File: src/rtl/mul_pkg.sv
// Shared constants for the parametrised sequential multiplier: iteration count,
// FSM state encoding and the legal-radix check.
`ifndef MUL_PKG_SV
`define MUL_PKG_SV

`define MUL_RADIX_LEGAL(r) (((r) == 1) || ((r) == 2) || ((r) == 4) || ((r) == 8))

package mul_pkg;

  localparam logic [0:0] ST_IDLE = 1'b0;
  localparam logic [0:0] ST_RUN  = 1'b1;

  // Digits needed to cover the WIDTH+1-bit extended multiplier: ceil((w+1)/r).
  function automatic int ITER_OF(input int width, input int radix_bits);
    return (width + radix_bits) / radix_bits;
  endfunction

endpackage

`endif

File: src/rtl/mul_digit_step.sv
// One radix-2^RADIX_BITS step: acc + a_ext*digit, then an arithmetic shift right.
// The retired low bits of the sum leave on lo_o.
module mul_digit_step #(
  parameter int WIDTH      = 32,
  parameter int RADIX_BITS = 4
) (
  input  logic [WIDTH+RADIX_BITS+1:0] acc_i,
  input  logic [WIDTH:0]              a_ext_i,
  input  logic [RADIX_BITS-1:0]       digit_i,
  input  logic                        top_i,
  output logic [WIDTH+RADIX_BITS+1:0] acc_o,
  output logic [RADIX_BITS-1:0]       lo_o
);

  localparam int AW = WIDTH + RADIX_BITS + 2;

  logic [AW-1:0] a_x;
  logic [AW-1:0] d_x;
  logic [AW-1:0] sum;
  logic          d_sign;

  // Only the top digit is signed; the others are plain unsigned digits.
  always_comb begin
    d_sign = top_i & digit_i[RADIX_BITS-1];
    a_x    = {{(AW-WIDTH-1){a_ext_i[WIDTH]}}, a_ext_i};
    d_x    = {{(AW-RADIX_BITS){d_sign}}, digit_i};
    sum    = acc_i + (a_x * d_x);
    acc_o  = {{RADIX_BITS{sum[AW-1]}}, sum[AW-1:RADIX_BITS]};
    lo_o   = sum[RADIX_BITS-1:0];
  end

endmodule

File: src/rtl/mul_seq_param.sv
// Iterative RV32M-style multiplier retiring RADIX_BITS multiplier bits per cycle,
// with a cached full product so a repeated operand pair completes without iterating.
module mul_seq_param
  import mul_pkg::*;
#(
  parameter int WIDTH      = 32,
  parameter int RADIX_BITS = 4,
  parameter int REUSE_EN   = 1
) (
  input  logic             clk,
  input  logic             reset,
  input  logic [WIDTH-1:0] a,
  input  logic [WIDTH-1:0] b,
  input  logic             ua,
  input  logic             ub,
  input  logic             hm,
  input  logic             load,
  output logic             busy,
  output logic             done,
  output logic [WIDTH-1:0] out
);

  localparam int ITER = ITER_OF(WIDTH, RADIX_BITS);
  localparam int MQW  = ITER * RADIX_BITS;
  localparam int AW   = WIDTH + RADIX_BITS + 2;
  localparam int CW   = $clog2(ITER + 1);
  localparam int PW   = 2 * WIDTH;
  localparam int TW   = 2 * WIDTH + 2;
  localparam bit RADIX_OK = `MUL_RADIX_LEGAL(RADIX_BITS);

  if (!RADIX_OK) begin : g_bad_radix
    $error("mul_seq_param: RADIX_BITS must be 1, 2, 4 or 8");
  end

  logic [0:0]       state_q, state_d;
  logic [CW-1:0]    cnt_q, cnt_d;
  logic [WIDTH:0]   a_ext_q, a_ext_d;
  logic [MQW-1:0]   mq_q, mq_d;
  logic [AW-1:0]    acc_q, acc_d;
  logic [MQW-1:0]   lo_q, lo_d;
  logic [PW-1:0]    prod_q, prod_d;
  logic [TW-1:0]    tag_q, tag_d;
  logic             hm_q, hm_d;
  logic             cache_valid_q, cache_valid_d;
  logic             done_q, done_d;
  logic [WIDTH-1:0] out_q, out_d;

  logic [TW-1:0]         tag_in;
  logic                  hit;
  logic [WIDTH:0]        b_ext_in;
  logic [MQW-1:0]        b_pad;
  logic [AW-1:0]         step_acc;
  logic [RADIX_BITS-1:0] step_lo;
  logic [MQW-1:0]        lo_next;
  logic [PW-1:0]         prod_new;

  mul_digit_step #(
    .WIDTH      (WIDTH),
    .RADIX_BITS (RADIX_BITS)
  ) u_step (
    .acc_i   (acc_q),
    .a_ext_i (a_ext_q),
    .digit_i (mq_q[RADIX_BITS-1:0]),
    .top_i   (cnt_q == CW'(1)),
    .acc_o   (step_acc),
    .lo_o    (step_lo)
  );

  // The multiplier is sign-padded up to a whole number of digits so the top
  // digit, read as signed, carries the extension bit's negative weight.
  always_comb begin
    tag_in   = {a, b, ua, ub};
    hit      = (REUSE_EN != 0) && cache_valid_q && (tag_in == tag_q);
    b_ext_in = {~ub & b[WIDTH-1], b};
    b_pad    = MQW'($signed(b_ext_in));
    lo_next  = MQW'({step_lo, lo_q} >> RADIX_BITS);
    prod_new = PW'({step_acc, lo_next});
  end

  always_comb begin
    state_d       = state_q;
    cnt_d         = cnt_q;
    a_ext_d       = a_ext_q;
    mq_d          = mq_q;
    acc_d         = acc_q;
    lo_d          = lo_q;
    prod_d        = prod_q;
    tag_d         = tag_q;
    hm_d          = hm_q;
    cache_valid_d = cache_valid_q;
    done_d        = 1'b0;
    out_d         = out_q;
    case (state_q)
      ST_IDLE: begin
        if (load) begin
          hm_d = hm;
          if (hit) begin
            done_d = 1'b1;
            out_d  = hm ? prod_q[PW-1:WIDTH] : prod_q[WIDTH-1:0];
          end else begin
            a_ext_d       = {~ua & a[WIDTH-1], a};
            mq_d          = b_pad;
            acc_d         = '0;
            lo_d          = '0;
            tag_d         = tag_in;
            cache_valid_d = 1'b0;
            cnt_d         = CW'(ITER);
            state_d       = ST_RUN;
          end
        end
      end
      ST_RUN: begin
        acc_d = step_acc;
        lo_d  = lo_next;
        mq_d  = mq_q >> RADIX_BITS;
        cnt_d = cnt_q - CW'(1);
        if (cnt_q == CW'(1)) begin
          prod_d        = prod_new;
          cache_valid_d = 1'b1;
          done_d        = 1'b1;
          out_d         = hm_q ? prod_new[PW-1:WIDTH] : prod_new[WIDTH-1:0];
          state_d       = ST_IDLE;
        end
      end
      default: state_d = ST_IDLE;
    endcase
  end

  always_ff @(posedge clk) begin
    if (reset) begin
      state_q       <= ST_IDLE;
      cnt_q         <= '0;
      a_ext_q       <= '0;
      mq_q          <= '0;
      acc_q         <= '0;
      lo_q          <= '0;
      prod_q        <= '0;
      tag_q         <= '0;
      hm_q          <= 1'b0;
      cache_valid_q <= 1'b0;
      done_q        <= 1'b0;
      out_q         <= '0;
    end else begin
      state_q       <= state_d;
      cnt_q         <= cnt_d;
      a_ext_q       <= a_ext_d;
      mq_q          <= mq_d;
      acc_q         <= acc_d;
      lo_q          <= lo_d;
      prod_q        <= prod_d;
      tag_q         <= tag_d;
      hm_q          <= hm_d;
      cache_valid_q <= cache_valid_d;
      done_q        <= done_d;
      out_q         <= out_d;
    end
  end

  assign busy = (state_q == ST_RUN);
  assign done = done_q;
  assign out  = out_q;

endmodule

File: config.mk
export PLATFORM = sky130hd
export DESIGN_NAME = mul_seq_param
export DESIGN_NICKNAME = d
export VERILOG_FILES = /design/src/rtl/mul_pkg.sv /design/src/rtl/mul_digit_step.sv /design/src/rtl/mul_seq_param.sv
export SDC_FILE = /design/constraint.sdc
export NUM_CORES = 1
export LEC_CHECK = 0
export CORE_MARGIN = 1
export CORE_UTILIZATION = 65
export DETAILED_ROUTE_END_ITERATION = 8
export DONT_BUFFER_PORTS = 1
export GPL_TIMING_DRIVEN = 0
export PLACE_DENSITY = 0.81
export SYNTH_ARGS = -nofsm -noshare
export SYNTH_HDL_FRONTEND = slang
export SYNTH_HIERARCHICAL = 1
export SYNTH_SLANG_ARGS = --single-unit
File: constraint.sdc
create_clock -name clk -period 6.25 [get_ports clk]
set_clock_uncertainty 0.05 [all_clocks]
set_input_delay 1.25 -clock clk [delete_from_list [all_inputs] [get_ports clk]]
set_output_delay 1.25 -clock clk [all_outputs]
set_load 0.005 [all_outputs]
### Yosys cells after proc, flatten, opt, wreduce, memory -nomap -nowiden

Cells that the tools add are included.

* input bits: 70
* memories: 0
* latch bits: 0
* ROM bits: 0
* word-level logic and storage cells: 65
* output and inout port bits: 34
* bits in writable memories: 0
* flip-flop bits (word level): 313

* equal/unequal tests: 6
* reductions and logical operators: 7
* $mul: 1
* divide/modulo/power cells: 0
* mux-type cells: 30
* order comparisons: 0
* bitwise gates (word level): 7
* shifts and indexed selects: 0
* add/subtract/negate cells: 2

Operators with widths (count)
* two-way mux 32 bit: 5
* two-way mux 36 bit: 4
* one-hot mux 36 bit (2 select lines): 2
* two-way mux 38 bit: 2
* one-hot mux 38 bit (2 select lines): 1
* equality test 66 bit: 1
* one-hot mux 32 bit (2 select lines): 1
* adder 38 bit: 1
* multiplier 33 x 5 -> 38 bit: 1
* two-way mux 1 bit: 9
* AND reduction 3 bit: 3
* two-way mux 4 bit: 2
* one-hot mux 4 bit (2 select lines): 1
* != test 2 bit, second input constant: 3
* one-hot mux 1 bit (2 select lines): 3
* AND reduction 2 bit: 3
* equality test 4 x 1 -> 1 bit, second input constant: 1
* NOT 1 bit: 4
* subtractor 4 x 1 -> 4 bit, second input constant: 1
* bitwise AND 1 bit: 3
* != test 2 x 1 -> 1 bit, second input constant: 1
* logical AND 1 bit: 1

### Depth between registers and ports, before layout

* word-level depth: 7
* mapped depth: 24
* depth with buffers taken out: 23

### Modules after synthesis

The synthesis kept the hierarchy.

Modules (own cells, without submodules)
* mul_seq_param: area an instance 11706.2 µm², cells an instance 1226, sequential area each 5485.3 µm², instances 1
* mul_digit_step: area an instance 7021.7 µm², cells an instance 852, sequential area each 0.0 µm², instances 1

### Worst setup path before layout

No wires, ideal clock.

* path kind: reg2reg
* start point: register cnt_q[0]
* end point: register out_q[31] (netlist: out[31])
* arrival: 5.422 ns
* slack: 0.707 ns
* required time: 6.128 ns
* clock period less this slack: 5.543 ns
* stages on the path, launching flop included: 22
* cell sequence: dfxtp_1 ha_1 nor3b_1 nand2_1 or2_2 fa_1 fa_1 inv_1 fa_1 fa_1 inv_1 fa_1 nor2b_1 o211ai_1 a21o_1 a31o_1 a41oi_2 xor2_1 mux2i_1 nand2_1 o211ai_1 mux2i_1

* longest elaborated chain between the ends: 7
* elaborated cells between the ends (all ways): 9
* classes of those cells: add/sub (1); mul (1); eq/ne (2); mux (3); bitwise (1); reduce/logical (1)

Ends and longest elaborated chain
* start: declaration: RTL line mul_seq_param.sv:36 `logic [CW-1:0] cnt_q, cnt_d;`
* start signal: assignment: RTL line mul_seq_param.sv:145 `cnt_q <= cnt_d;`
* equality test 4 x 1 -> 1 bit: RTL line mul_seq_param.sv:64 `.top_i (cnt_q == CW'(1)),`
* bitwise AND 1 bit: RTL line mul_digit_step.sv:24 `d_sign = top_i & digit_i[RADIX_BITS-1];`
* multiplier 33 x 5 -> 38 bit: RTL line mul_digit_step.sv:27 `sum = acc_i + (a_x * d_x);`
* adder 38 bit: RTL line mul_digit_step.sv:27
* named net step_acc[27]: RTL line mul_seq_param.sv:52 `logic [AW-1:0] step_acc;`
* two-way mux 32 bit: RTL line mul_seq_param.sv:121 `out_d = hm_q ? prod_new[PW-1:WIDTH] : prod_new[WIDTH-1:0];`
* two-way mux 32 bit: RTL line mul_seq_param.sv:117 `if (cnt_q == CW'(1)) begin`
* one-hot mux 32 bit (2 select lines): RTL line mul_seq_param.sv:93 `case (state_q)`
* end signal: assignment: RTL line mul_seq_param.sv:155 `out_q <= out_d;`
* end: declaration: RTL line mul_seq_param.sv:46 `logic [WIDTH-1:0] out_q, out_d;`

The timed path passes the listed nets, and every way through them passes these cells. The select of a mux whose other input is x is not followed.
A chain may end at the register's enable or synchronous reset.

### Worst setup path after layout

* start point: register cnt_q[1]
* end point: register out_q[31] (netlist: out[31])

The elaborated chain is that of the path after synthesis.

==> summary.md <==
| Metric | Value |
|---|---|
| Outcome | `complete, no violations` |
| EDFF count, synth | `0` |
| Worst Path Max Fanout | `6` |
| Clock Tree Buf Depth | `3` |
| Critical R2R Capture | `out[31]` |
| Placer congestion estimate | `around 0.95` |
| Unique cell type count in the Yosys netlist | `69` |
| Flop-to-flop setup slack | `100 ps` |
| Cts bufs inserted | `29` |
| Ports | `104` |
| Clock slew at reported path FFs | `60 ps` |
| Lkg Pwr | `9.00 nW` |
| Mapped Cells | `2078` |
| Largest net degree at the start of global routing | `15` |
| Vias in the first global route | `15.6k` |
| Minimum clock period | `6150 ps` |
| WL/cell | `21.6 um` |
| Routed met1 length | `~22000 um` |
| Asr flop ratio synth | `0` |
| Core Rows | `61` |
| Most frequent cells in the layout | `nand2_1, dfxtp_1, inv_1` |
| Initial Util | `0.667` |
| Slew Limit Headroom | `0.310` |
| Die Ht | `172 um` |
| CP Class | `reg2reg` |
| H-tree Lvls | `1` |
| Residual DRC | `0` |
| Routed wl met2 | `between 20000 and 30000 um` |
| Max rail drop VDD | `0.000212 V` |
| Worst setup endpoint | `out[31]` |
| Clk_lat worst skew | `560 ps` |
| # diodes | `0` |
| DRT Pass-1 Iters | `5` |
| Critical Path AT | `6580 ps` |
| DR top layer | `met4` |
| Total power | `~4.5 mW` |
| Post-layout util | `0.729` |
| Synthesized area | `0.0187 mm2` |
| Worst EP required | `6680 ps` |
| Worst Setup SP | `cnt_q[1]` |
| Die Width | `172 um` |
| Path type of the worst min-delay path | `reg2reg` |
| Most common cell after layout, fill and taps aside | `nand2_1` |
| Syn avg cell area | `9.01 um2` |
| Ys Warns | `6` |
| FF+latch count, synth | `274` |
| IO buf count | `0` |
| Layout cells sized above 1 | `0.0730` |
| Fin crit share | `0.984` |
| Slew Viols, Final | `0` |
| Synth Flop Type | `dfxtp_1` |
| WL final | `54400 um` |
| First-pass GRT wire length | `between 80000 and 90000 um` |
| Met3 routed WL | `5080 um` |
| P per Cell Area | `220 mW/mm2` |
| Critical R2R Launch | `cnt_q[1]` |
| R2R depth | `22` |
| Area Growth Syn to Fin | `9.37%` |
| CTS tree | `done` |
| Total Die Area | `0.0295 mm2` |
| GR Util All Layers | `0.371` |
| FILL cells | `approximately 2.2k` |
| GR Overflow Total | `0` |
| # clock sinks | `274` |
| Worst Setup Start Kind | `register` |
| Sequential-to-total area share from yosys stat | `0.293` |
| FMAX | `163 MHz` |
| Post-route antenna net violation count | `0` |
| Initial antenna violation count | `0` |
| Via Count | `15.6k` |
| Core ar. | `approximately 0.028 mm2` |
| DR iter-0 viols | `1438` |
| CP endpoint kind | `register` |
| Nets | `2402` |
| Root buffer cell | `clkbuf_16` |
| Final hold vios | `0` |
| Max-Cap Viols | `0` |
| Detailed placer's ending HPWL | `41400 um` |
| Final Setup Violations | `0` |
| Syn Nets | `about 2.4k` |
| Via/cell ratio | `6.21` |
| Tightest Pin Transition | `1030 ps` |
-- logic make-up after synthesis --
family / after synthesis / synth area share
AOI/OAI and AO/OA: 375 / 0.148
adders and majority gates: 215 / 0.199
buffers and inverters: 319 / 0.0701
DFF: 274 / 0.293
and+or+nand+nor: 680 / 0.179
muxes: 130 / 0.0716
xor gates and xnor gates: 85 / 0.0398
-- how the worst min path moves through the flow --
stage | start | end | slack (ps) | cells past startpoint
floorplan | prod_q[32] | prod_q[32] | 380 | 2
global placement | prod_q[46] | prod_q[46] | 390 | 2
detailed placement | prod_q[55] | prod_q[55] | 400 | 2
CTS | prod_q[55] | prod_q[55] | 400 | 2
global route | prod_q[34] | prod_q[34] | 430 | 2
finish | prod_q[1] | prod_q[1] | 400 | 2
-- critical path: stages (launching register included) --
cell      delay, ps
dfxtp_1         330
inv_1            80
ha_1            140
nor3b_4         310
nand2_4         140
or2_2           320
fa_1            500
fa_1            550
inv_1            60
fa_1            500
fa_1            580
inv_1            70
fa_2            410
nor2b_2         150
o211ai_1        210
a21o_1          290
a31o_4          290
a41oi_4         280
xor2_4          310
mux2i_1         120
nand2_1          90
o211ai_1        100
mux2i_1         190
-- layer usage --
metal / up-vias / GRT usage
met1: 7705 / 0.471
li1: 7061 / -
met5: - / 0
met3: 136 / 0.0867
met2: 716 / 0.608
met4: 0 / 0.153
-- flip-flops by register name (all words and copies together) (netlist names) --
register / count
a_ext_q: 33
acc_q: 38
busy: 1
cache_valid_q: 1
cnt_q: 4
done: 1
hm_q: 1
lo_q: 32
mq_q: 33
out: 32
prod_q: 64
tag_q: 34
-- what timing repair did --
action / 4_1_cts / 5_1_grt
hold buffers: 0 / 0
endpoints found under the setup margin: 71 / 26
resized for setup: 17 / 20
setup buffers: 2 / 6
pin swaps: 3 / 6
-- final cells by class --
cell class | count | area, um2 | area share
buffer | 125 | 589 | 0.0288
clock buffer | 37 | 776 | 0.0379
clock inverter | 15 | 249 | 0.0122
inverter | 194 | 728 | 0.0356
multi-input combinational | 1485 | 12100 | 0.592
sequential | 274 | 5490 | 0.268
tap | 378 | 473 | 0.0231
timing repair buffer | 8 | 60.1 | 0.00293
-- synthesized netlist by cell type, types with 4 or more instances --
cell | count | area share
or3_1 | 5 | 0.0017
a211oi_1 | 5 | 0.0020
and4_1 | 9 | 0.0042
a31oi_1 | 4 | 0.0013
nand3_1 | 7 | 0.0019
dfxtp_1 | 274 | 0.29
o31ai_1 | 6 | 0.0024
o21a_1 | 5 | 0.0020
buf_4 | 7 | 0.0028
o21ai_0 | 21 | 0.0056
a22o_1 | 102 | 0.048
xor2_1 | 21 | 0.0098
nor3_1 | 13 | 0.0035
inv_1 | 193 | 0.039
mux2i_1 | 98 | 0.052
a21o_1 | 12 | 0.0048
o2111ai_1 | 4 | 0.0019
a21oi_1 | 108 | 0.029
clkbuf_1 | 88 | 0.018
nor4_1 | 7 | 0.0023
buf_6 | 9 | 0.0054
nor2b_1 | 54 | 0.018
nand2_1 | 315 | 0.063
xnor2_1 | 64 | 0.030
buf_2 | 17 | 0.0045
buf_1 | 4 | 0.00080
and3_1 | 5 | 0.0017
and2_1 | 158 | 0.053
nand4_1 | 23 | 0.0077
a221o_1 | 32 | 0.017
fa_1 | 137 | 0.15
nand2b_1 | 7 | 0.0023
o21ai_1 | 5 | 0.0013
ha_1 | 78 | 0.052
mux2_2 | 32 | 0.019
o211ai_1 | 39 | 0.016
nor2_1 | 61 | 0.012
nor4b_1 | 4 | 0.0019
-- through the flow --
| stage | TNS (ps) | std cells | cell area, um2 | hold WS, ps | setup WS, ps |
|---|---|---|---|---|---|
| 3_5_place_dp | -21030 | 2456 | 19200 | 396 | -823 |
| 3_3_place_gp | -19240 | 2456 | 19200 | 388 | -824 |
| 5_1_grt | -164 | 2516 | 20500 | 426 | -69.0 |
| 2_1_floorplan | 0 | 2078 | 18700 | 383 | 707 |
| 6_report | 0 | 2516 | 20500 | 403 | 98.4 |
| 4_1_cts | -105 | 2510 | 20400 | 405 | -68.9 |
-- power by group --
| part | total [mW] | internal [mW] | switching (mW) |
|---|---|---|---|
| Sequential | 1.88 | 1.81 | 0.0718 |
| Clock | 1.89 | 1.13 | 0.759 |
| Combinational | 0.742 | 0.270 | 0.473 |
| Total | 4.51 | 3.21 | 1.30 |
Power figures use the tool's default switching activity.
==> edit 1 (config.mk and constraints unchanged) <==
`REUSE_EN`: 1 -> 0.
--- a/src/rtl/mul_seq_param.sv
+++ b/src/rtl/mul_seq_param.sv
@@ -7,3 +7,3 @@
   parameter int RADIX_BITS = 4,
-  parameter int REUSE_EN   = 1
+  parameter int REUSE_EN   = 0
 ) (
Function: same outputs for any inputs over 10 cycles, from zero or initial values and one cycle with reset high; that may be too few to reach the edited logic, so the function may still have changed.
==> edit 1 against the unedited design <==
Largest power group is now registers; final area fell by 26%; setup slack improved by 0.062 ns; sequential cell count fell by 99; total power fell by 37%; count of clock-buffer cells in the layout fell by 20; critical path type unchanged; area after synthesis fell by 25%; final cell count fell by 26%; global-route usage fell by 3.3 points; wire length fell by 34%; critical path depth fell by 1; sequential share of layout area fell by 3.5 points.
==> edit 1: results (changes against the unedited design) <==
fraction of layout cells with a size suffix above 1=0.0820 (+0.00906); First DRT Iteration DRCs=687 (-52%); Post-synth top cells=inv_1 (187), dfxtp_1 (175), nor2_1 (151); Reg2Reg Capture Point=out[28]; Routed WL per cell=19.1 um (-12%); post-synthesis cell type count=70 (+1.4%); DP HPWL=27300 um (-34%); routed vias/inst=5.85 (-5.8%); Data arrival, critical path=6.42 ns (-0.16 ns); GR Util All Layers=0.338 (-0.0333); Slew headroom=0.468 (+0.158); post-synthesis adder-cell area fraction=0.265 (+0.0666); Finished Cell Area=15100 um2 (-26%); GP Congestion=0.958 (+1.3%); Lkg Pwr=6.98 nW (-22%); synth top area cells=dfxtp_1 (25%), fa_1 (20%), ha_1 (7.0%), and2_1 (5.7%), inv_1 (5.0%); Max VDD drop=193 uV (-8.9%); Worst path max stage delay=0.65 ns (+0.07 ns); sequential cell area=3510 um2 (-36%); clock transition at the registers of the reported paths=0.08 ns (+0.02 ns); Layout non-clock buf frac=0.0325 (+0.000749); clock buf count=17 (-54%); Tcrit/Tclk final=0.974 (-0.00991); Pre-antenna DRT Iters=8 (+3); H-tree depth=4 (+3); Cell Area, Placed=14400 um2 (-25%); first-pass GRT wire length=58000 um (-31%); initial antenna violation count=0 (unchanged); Non-clk bufs=97 (-27%); sequential area share after synthesis=0.250 (-0.0431); register with the most flip-flops=acc_q; outcome=finished, final reports clean; Synth Area in XOR/XNOR=0.0231 (-0.0166); Skew-Pair Late Insertion Delay=0.46 ns (-0.10 ns); # rows=53 (-13%); fraction of area in multi-input gates=0.624 (+0.0319); pre-CTS WS=-0.250 ns (+0.573 ns); Syn Nets=1849 (-22%); Total Nets Final=1869 (-22%); fillers=1591 (-27%); Worst path slowest cell=a311oi_1; R2R depth=21 (-4.5%); biggest regs=acc_q x38, a_ext_q x33, mq_q x33; largest net degree at the start of global routing=22 (+7); vias in the first global route=11260 (-28%); multiplexer share of the synthesized area=0.0683 (-0.00328); clk tree area frac=0.0417 (-0.00836)
[edit 1: power breakdown]
part           internal, mW  switching, mW
logic                 0.181          0.326
clock network         0.555          0.592
registers              1.15         0.0435
[edit 1: critical path, delay by kind of cell (launching register included)]
| kind | cells | cell delay [ns] |
|---|---|---|
| DFF | 1 | 0.38 |
| buffers and inverters | 4 | 0.56 |
| and+or+nand+nor | 3 | 0.40 |
| muxes | 1 | 0.23 |
| adders and majority gates | 6 | 2.50 |
| AOI/OAI and AO/OA | 7 | 1.89 |
[edit 1: timing repair]
| action | 4_1_cts | 5_1_grt |
|---|---|---|
| endpoints found under the setup margin | 18 | 16 |
| gates cloned | 0 | 0 |
| buffers inserted | 0 | 1 |
| gates resized for setup | 6 | 21 |
| pin swaps | 1 | 6 |
[edit 1: how the worst min path moves through the flow]
stage | start | end | slack, ns | depth (start not counted)
2_1_floorplan | mq_q[31] | mq_q[27] | 0.39 | 2
3_3_place_gp | mq_q[31] | mq_q[27] | 0.40 | 2
3_5_place_dp | mq_q[31] | mq_q[27] | 0.42 | 2
4_1_cts | mq_q[31] | mq_q[27] | 0.42 | 2
5_1_grt | mq_q[31] | mq_q[27] | 0.45 | 2
6_report | mq_q[31] | mq_q[27] | 0.42 | 2
[edit 1: stage by stage]
| stage | total power [mW] | instances | TNS [ns] |
|---|---|---|---|
| floorplan | 1.56 | 1564 | 0 |
| finish | 2.85 | 1872 | 0 |
| global placement | 1.70 | 1839 | -1.33 |
| CTS | 2.85 | 1871 | 0 |
| global route | 2.95 | 1872 | 0 |
| detailed placement | 1.71 | 1839 | -1.63 |
[edit 1: layer usage]
layer / track usage / share of wire
met1: 0.434 / 0.42
met2: 0.562 / 0.48
met3: 0.0664 / 0.071
met4: 0.127 / 0.034
met5: 0 / 0
==> edit 2 (same settings) <==
Made on the original files. Put one more register stage on the output `out`, cleared by the reset. The value now appears one clock later. The other outputs are not delayed to match.
--- a/src/rtl/mul_seq_param.sv
+++ b/src/rtl/mul_seq_param.sv
@@ -160,3 +160,9 @@
   assign done = done_q;
-  assign out  = out_q;
+  always_ff @(posedge clk) begin
+    if (reset) begin
+      out <= '0;
+    end else begin
+      out <= out_q;
+    end
+  end
 
Behaviour: no difference found for any inputs over 4 cycles, from zero or initial values and one cycle with reset high; that may be too few to reach the edited logic, so the function may still have changed.
==> edit 2 against the unedited design <==
Synthesized cell count grew 12%; die area up 12%; area after synthesis increased by 13%; sequential share of layout area fell by 0.61 points; largest cell class unchanged; critical path depth up 2; final area rose by 14%; wire length is 18% higher; non-clock buffer count rose by 62; sequential power rose by 13%; setup slack worse by 0.082 ns; total power up 19%; sequential cell count grew 32; global-route usage increased by 1.6 points; combinational power is 36% higher.
==> edit 2: results (changes against the unedited design) <==
CTS Buf Count=35 (+21%); Lkg Pwr=9.92 nW (+10%); Total Nets Final=2663 (+11%); First DRT Iteration DRCs=2050 (+43%); post-synthesis cell type count=71 (+2.9%); GR Util All Layers=0.387 (+0.0159); largest net degree at the start of global routing=15 (unchanged); Pre-antenna DRT Iters=6 (+1); sequential area share after synthesis=0.290 (-0.00243); fraction of layout cells with a size suffix above 1=0.114 (+0.0405); Data arrival, critical path=6.62 ns (+0.04 ns); H-tree depth=2 (+1); final worst slack=0.0166 ns (-0.0818 ns); synth top area cells=dfxtp_1 (29%), fa_1 (13%), nand2b_1 (4.8%), mux2i_1 (4.7%), ha_1 (4.6%); routed vias/inst=6.53 (+5.1%); P_int=3.75 mW (+17%); initial antenna violation count=3 (+3); Max VDD drop=209 uV (-1.6%); R2R depth=24 (+9.1%); Syn Nets=2606 (+10%); first-pass GRT wire length=100000 um (+19%); Hold Worst Slack=0.405 ns (+0.00163 ns); GP Congestion=0.936 (-0.96%); Post-synth top cells=dfxtp_1 (306), nand2_1 (200), inv_1 (191); pre-CTS WS=-1.45 ns (-0.623 ns); Routed WL per cell=22.9 um (+5.9%); outcome=finished, final reports clean; Slew headroom=0.388 (+0.0773); clock transition at the registers of the reported paths=0.06 ns (about the same); Cell Area, Placed=21600 um2 (+12%); Skew-Pair Late Insertion Delay=0.54 ns (-0.02 ns); vias in the first global route=18193 (+17%)
edit 2: cell types whose count changed in the layout (fill, tap and decap cells not counted), sizes merged, moves of 30 or more:
cell    before  now
nand2b       7  162
nand2      315  200
a22o       102    2
a32o         0   72
a31o         2   65
clkbuf     123  182
o211ai      39    1
nor4         8   43
and4b        0   32
dfxtp      274  306
a221o       32    2
edit 2: power by group through the flow:
stage / registers (mW) / clock network [mW] / logic (mW)
2_1_floorplan: 2.11 / 0 / 0.661
3_3_place_gp: 2.15 / 0 / 0.896
3_5_place_dp: 2.15 / 0 / 0.922
4_1_cts: 2.11 / 2.24 / 0.964
5_1_grt: 2.12 / 2.32 / 1.09
6_report: 2.12 / 2.24 / 1.01
edit 2: what timing repair did:
| action | 4_1_cts | 5_1_grt |
|---|---|---|
| pin swaps | 12 | 26 |
| gates resized for setup | 54 | 37 |
| buffers inserted | 9 | 11 |
| endpoints found under the setup margin | 83 | 22 |
| hold buffers | 0 | 0 |
edit 2: cell type report:
class	count	area, um2
diodes	4	10.0
plain buffers	175	806
clock buffers	50	1010
clock inverters	14	245
fillers	2334	8290
inverters	192	721
multi-input cells	1648	13800
flip-flops and latches	306	6130
well taps	402	503
repair buffers	20	148
edit 2: worst paths after layout:
check,end,start
min reg2reg,prod_q[5],prod_q[5]
min,prod_q[5],prod_q[5]
max,out_q[27],cnt_q[1]
max reg2reg,out_q[27],cnt_q[1]
edit 2: logic make-up after synthesis:
kind of cell / share of synthesized area
and+or+nand+nor: 0.222
AOI/OAI and AO/OA: 0.141
adders and majority gates: 0.176
buffers and inverters: 0.0699
xor gates and xnor gates: 0.0357
DFF: 0.290
muxes: 0.0646
edit 2: worst max-delay path, stage by stage, from the launching register on:
cell and delay (ns):
dfxtp_2 0.33, inv_2 0.07, ha_4 0.12, nor3b_4 0.21, clkbuf_8 0.19, nand2_8 0.09
or2_4 0.29, fa_1 0.49, fa_1 0.52, inv_1 0.05, fa_1 0.46, fa_1 0.59
inv_1 0.08, fa_2 0.35, nand2b_4 0.17, a21o_1 0.19, nand2_2 0.14, a41oi_4 0.20
o21ai_4 0.27, nand2_2 0.12, xnor2_4 0.18, mux2_2 0.29, and4b_1 0.19, a31o_2 0.24
a31o_2 0.22
edit 2: per-layer routing:
metal,share of wire,global-route usage
met3,0.099,0.0924
met2,0.45,0.611
met5,0,0
met4,0.065,0.225
met1,0.38,0.485
edit 2: through the flow:
stage	power [mW]	std cells
finish	5.36	2811
detailed placement	3.07	2723
global route	5.53	2809
CTS	5.31	2796
floorplan	2.78	2321
global placement	3.04	2723
